File: src/rtl/piso_serializer.sv
// piso_serializer
// Parallel-in / serial-out loader feeding the serial input of a SISO shift
// register. One WIDTH-bit word is taken per valid/ready handshake and is
// shifted out one bit per clock, with first/last-bit flags. A word accepted
// on the last-bit cycle of the previous word follows with no idle bubble.
//
// state   | meaning
// --------+-----------------------------------------------------------
// S_IDLE  | no word in flight; ready_out=1, ser_out held at 0
// S_SHIFT | emitting bit bit_cnt of the current word (0..WIDTH-1)
//
// WIDTH must be at least 2 so the first-bit and last-bit cycles are
// distinct and bit_cnt has a non-zero width.

module piso_serializer #(
  parameter int WIDTH     = 4,
  parameter bit LSB_FIRST = 1'b1
) (
  input  logic             clk,
  input  logic             rst,
  input  logic [WIDTH-1:0] data_in,
  input  logic             valid_in,
  output logic             ready_out,
  output logic             ser_out,
  output logic             ser_valid,
  output logic             frame_start,
  output logic             word_done
);

  localparam int CNT_W = $clog2(WIDTH);
  localparam logic [CNT_W-1:0] CNT_LAST = CNT_W'(WIDTH - 1);
  localparam logic [CNT_W-1:0] CNT_ONE  = CNT_W'(1);

  typedef enum logic {
    S_IDLE  = 1'b0,
    S_SHIFT = 1'b1
  } state_t;

  state_t           state;
  state_t           state_nxt;
  logic [WIDTH-1:0] shift_reg;
  logic [WIDTH-1:0] shift_nxt;
  logic [CNT_W-1:0] bit_cnt;
  logic [CNT_W-1:0] cnt_nxt;
  logic             last_bit;
  logic             accept;

  // Handshake: ready is a pure function of state, forced low while in reset
  // so nothing can be accepted on the release edge's preceding cycle.
  assign last_bit  = (state == S_SHIFT) && (bit_cnt == CNT_LAST);
  assign ready_out = !rst && ((state == S_IDLE) || last_bit);
  assign accept    = valid_in && ready_out;

  // State register and datapath registers; reset abandons any word in flight.
  always_ff @(posedge clk or posedge rst) begin
    if (rst) begin
      state     <= S_IDLE;
      shift_reg <= '0;
      bit_cnt   <= '0;
    end else begin
      state     <= state_nxt;
      shift_reg <= shift_nxt;
      bit_cnt   <= cnt_nxt;
    end
  end

  // Next-state: leave IDLE on accept; leave SHIFT only after the last bit
  // when no new word is taken.
  always_comb begin
    state_nxt = state;
    case (state)
      S_IDLE: begin
        if (accept) state_nxt = S_SHIFT;
      end
      S_SHIFT: begin
        if (last_bit && !accept) state_nxt = S_IDLE;
      end
      default: state_nxt = S_IDLE;
    endcase
  end

  // Datapath next value: load on accept, otherwise shift toward the output
  // end with zero fill; the register is cleared when the word finishes.
  always_comb begin
    shift_nxt = shift_reg;
    cnt_nxt   = bit_cnt;
    if (accept) begin
      shift_nxt = data_in;
      cnt_nxt   = '0;
    end else if (last_bit) begin
      shift_nxt = '0;
      cnt_nxt   = '0;
    end else if (state == S_SHIFT) begin
      if (LSB_FIRST) shift_nxt = shift_reg >> 1;
      else           shift_nxt = shift_reg << 1;
      cnt_nxt = bit_cnt + CNT_ONE;
    end
  end

  // Outputs decoded from state; ser_out is held at 0 outside SHIFT so the
  // downstream register shifts in zeros while idle.
  always_comb begin
    ser_out     = 1'b0;
    ser_valid   = 1'b0;
    frame_start = 1'b0;
    word_done   = 1'b0;
    if (state == S_SHIFT) begin
      ser_valid   = 1'b1;
      ser_out     = LSB_FIRST ? shift_reg[0] : shift_reg[WIDTH-1];
      frame_start = (bit_cnt == '0);
      word_done   = (bit_cnt == CNT_LAST);
    end
  end

endmodule
File: config.mk
export PLATFORM = sky130hd
export DESIGN_NAME = piso_serializer
export DESIGN_NICKNAME = d
export VERILOG_FILES = /design/src/rtl/piso_serializer.sv
export SDC_FILE = /design/constraint.sdc
export NUM_CORES = 1
export LEC_CHECK = 0
export ABC_AREA = 1
export CAP_MARGIN = 20
export CELL_PAD_IN_SITES_DETAIL_PLACEMENT = 1
export CELL_PAD_IN_SITES_GLOBAL_PLACEMENT = 2
export CORE_MARGIN = 4
export CORE_UTILIZATION = 23
export CTS_CLUSTER_DIAMETER = 150
export DETAILED_ROUTE_END_ITERATION = 16
export GPL_TIMING_DRIVEN = 0
export HOLD_SLACK_MARGIN = 0.05
export PLACE_DENSITY = 0.82
export SLEW_MARGIN = 20
export SYNTH_ARGS = -nofsm -noshare
export SYNTH_HDL_FRONTEND = slang
export SYNTH_SLANG_ARGS = --single-unit
File: constraint.sdc
create_clock -name clk -period 1.4 [get_ports clk]
set_input_delay 0.14 -clock clk [delete_from_list [all_inputs] [get_ports clk]]
set_output_delay 0.14 -clock clk [all_outputs]
set_load 0.02 [all_outputs]
==> flow_results.org <==
** Status
- The flow ran to the end, and the final reports show no timing, DRC or antenna violations.

** STA
- The number of pins with negative max-slew slack in the final report came to 0.
- Measured against its own limit, the worst slew margin works out to a little over two thirds.
- On the final layout, the worst clock skew is 2.03 ps.
- Measured slew at the worst slew-check pin :: 440 ps
- The number of endpoints with negative hold slack in the final report is 0.
- Setup repair after global routing missed its margin :: false
- Final hold analysis gives a worst-case slack of 279 ps.
- For the finished layout, the period the worst path requires is between 1000 and 1500 ps.
- Of the available clock period, the critical path in the final layout requires 94.6%.
- Final setup fails :: 0
- Adding up every negative setup slack in the final design gives 0 ps.
- For this run, the top clock speed supported by timing is between 700 and 800 MHz.

** Power and ir drop
- Per report_power, the sequential group accounts for 31.8% of the total.
- Switching Fraction :: between 40% and 50%
- Summed over all nets, the switching power comes to 0.498 mW.
- Power spread over the standard cell area amounts to about 2000 nW/um2.
- For this design the static power due to leakage is 0.297 nW.
- Combinational logic burns 52.1% of the power.
- Internal power :: 0.655 mW
- Clock group share of total power :: between 10% and 20%
- Max VDD drop :: about 0.56 mV

** Setup path
- Required arrival time at the worst endpoint :: about 1300 ps
- STA puts the critical path data arrival time at between 1000 and 1500 ps.
- Setup crit end kind :: output pin
- The worst setup path is of the flop to output pin kind.
- Largest fanout on the critical path :: 2
- The endpoint identified for the worst register-to-register timing path is bit_cnt[0].
- Worst Reg-to-Reg Cells :: 7
- Startpoint of the lowest-slack register-to-register path :: bit_cnt[1]
- R2R setup slack :: around 200 ps
- The worst setup path is launched from a flop.

** Final layout
- In the final layout, flip-flops and latches occupy around 180 um2.
- The multi-input combinational cells in the finished layout cover a total of around 180 um2.
- Util after Layout :: 36.5%
- Final-layout fill cell count :: 194
- Cells with a size suffix above 1 make up ~22% of the layout.
- After the last flow step, the layout net total stands at 73.
- Ant diodes :: 0
- The register with the most flip-flops in the layout has 4 of them.
- Layout overhead on the synthesized area :: 46.6%

** Drt
- After detailed routing, the number of vias per cell comes to around 4.8.
- The routed layout has 378 vias.
- Number of violations reported at the end of detailed-routing iteration 0 :: 3
- The pre-antenna-repair detailed-routing pass consisted of 3 iterations.
- Routed Antenna Nets :: 0
- Wirelength per Cell :: between 10 and 15 um
- Post-Route WL :: ~840 um
- Remaining design rule violation count :: 0

** Global routing
- Wire length of the first global-routing pass :: around 1500 um
- The via count of the first global-routing pass came to 347.
- Grt ovf :: 0
- Overall fraction of global-route tracks in use :: around 7.8%
- Initial antenna violation count :: 0
- Maximum number of pins on one net before global-route repair :: 12

** Yosys
- Of all flip-flops after synthesis, the portion carrying an async set or reset was 100%.
- Cell types with the highest counts after synthesis :: 10 x sky130_fd_sc_hd__nand2_1, 9 x sky130_fd_sc_hd__inv_1, 9 x sky130_fd_sc_hd__nand3_1
- Post-synthesis register bit count :: 7
- Share of the synthesized area in the top cell type :: 45.6%
- Synthesis Warnings :: 0
- Cell Area, Synth :: roughly 380 um2
- For this run, the leading register cell type out of synthesis is sky130_fd_sc_hd__dfrtp_1.
- The synthesized design spends more area on one cell type than any other, namely sky130_fd_sc_hd__dfrtp_1.
- Sequential cells were found to cover between 40% and 50% of the synthesized design area.
- In this run, synthesis inferred 0 flip-flops with an integrated enable.
- Top area cells in the synthesized netlist :: sky130_fd_sc_hd__dfrtp_1 46%, sky130_fd_sc_hd__nand3_1 12%, sky130_fd_sc_hd__nand2_1 9.8%, sky130_fd_sc_hd__inv_1 8.8%, sky130_fd_sc_hd__ha_1 6.5%
- Synth cell types :: 11
- The cell count after synthesis came out at 46.
- By instance count, the leading cell after synthesis is sky130_fd_sc_hd__nand2_1.
- Mean instance size in the synthesized netlist :: between 8 and 9 um2
- Total nets after synthesis :: 55

** Floorplanning
- Initial cell density of the core :: 24.9%
- 12 I/O pins were placed.
- Core box area :: around 1500 um2
- Die footprint :: 2390 um2
- The initialized floorplan defines 14 standard-cell rows.
- Chip Width :: around 49 um
- Die extent in y :: 48.9 um

** Clocking
- The root buffer cell chosen for the clock tree is sky130_fd_sc_hd__clkbuf_4.
- In this run, CTS created clock tree buffers numbering 3.
- Number of levels the H-tree was split into :: 1
- Number of clock sinks :: 7
- For the worst-skew pair, the clock arrives at the later sink with an insertion delay of between 200 and 300 ps.
- CTS tree :: yes
- The clock passes through at most 2 buffers.
- After clock tree synthesis, the clock-pin slew on the worst setup and hold paths is about 50 ps.

** Placement
- At the end of routability-driven placement, the weighted congestion stood at 0.716.
- The HPWL after detailed placement is around 650 um.
- Port Buffer Count :: 11

** Worst hold path
- Hold/Removal Path Class :: primary input to async pin

** Flow run
- Across the run, the number of max-cap violations was 0.
==> worst max path at each step <==
stage,start,to,cells after the start
finish,bit_cnt[1],word_done,4
floorplan,state,shift_reg[3],5
global route,bit_cnt[0],frame_start,6
CTS,bit_cnt[0],ready_out,6
detailed placement,bit_cnt[0],ready_out,6
global placement,bit_cnt[0],ready_out,6
==> area by class of cell <==
type	instances	share of cell area [%]
sequential	7	31.3
clock buffer	4	4.67
inverter	10	7.11
timing repair buffer	13	21.6
tap	16	3.56
multi-input combinational	29	31.8
==> layer usage <==
metal	global-route usage, %	vias to the layer above	share of wire, %	routed length (um)
met5	0	-	0	0
met4	5.38	0	2.0	17
met3	1.83	4	6.6	56
met2	12.0	14	47	400
met1	9.51	173	44	369
li1	-	187	-	-
==> cell usage in the layout (no fill, tap or decap), types with 2 or more instances in the layout <==
| cell type | count |
|---|---|
| sky130_fd_sc_hd__nand4_1 | 3 |
| sky130_fd_sc_hd__dfrtp_1 | 6 |
| sky130_fd_sc_hd__clkdlybuf4s50_1 | 6 |
| sky130_fd_sc_hd__buf_4 | 3 |
| sky130_fd_sc_hd__clkbuf_4 | 3 |
| sky130_fd_sc_hd__o21ai_0 | 2 |
| sky130_fd_sc_hd__nand2_1 | 10 |
| sky130_fd_sc_hd__inv_1 | 8 |
| sky130_fd_sc_hd__dlygate4sd2_1 | 2 |
| sky130_fd_sc_hd__nand3_1 | 9 |
==> cells by family (layout without fill, tap and decap cells) <==
| kind of cell | Yosys count | in the layout | synth area share, % |
|---|---|---|---|
| and+or+nand+nor | 25 | 25 | 35.5 |
| buffers and inverters | 10 | 27 | 9.77 |
| DFF | 7 | 7 | 45.6 |
| adders and majority gates | 2 | 2 | 6.51 |
| AOI/OAI and AO/OA | 2 | 2 | 2.61 |
==> metrics by stage <==
step,cells,setup WS (ps),area [um2],power [mW]
after floorplan,46,234,384,0.716
after global placement,73,-231,514,0.911
after detailed placement,73,-244,514,0.929
after CTS,78,0.504,543,1.12
after global routing,79,7.64,563,1.26
final,79,75.5,563,1.15
==> power by group through the flow <==
stage                     registers (mW)  clock network, mW  logic (mW)
after detailed placement           0.376                  0       0.553
after global placement             0.371                  0       0.540
after CTS                          0.371              0.191       0.557
final                              0.366              0.185       0.601
after floorplan                    0.374                  0       0.342
after global routing               0.381              0.203       0.673
==> worst max-delay path, cell delays in order (launching register included) <==
cell,delay [ps]
sky130_fd_sc_hd__dfrtp_1,380
sky130_fd_sc_hd__ha_2,200
sky130_fd_sc_hd__nand2_1,50
sky130_fd_sc_hd__inv_1,40
sky130_fd_sc_hd__clkdlybuf4s15_1,270
==> timing repair <==
item                       in CTS  in global routing
setup endpoints to repair       5                  3
setup buffers                   1                  1
resized for setup              16                  4
pin swaps                       1                  0
hold buffers                    0                  0
(Power assumes the default switching activity.)
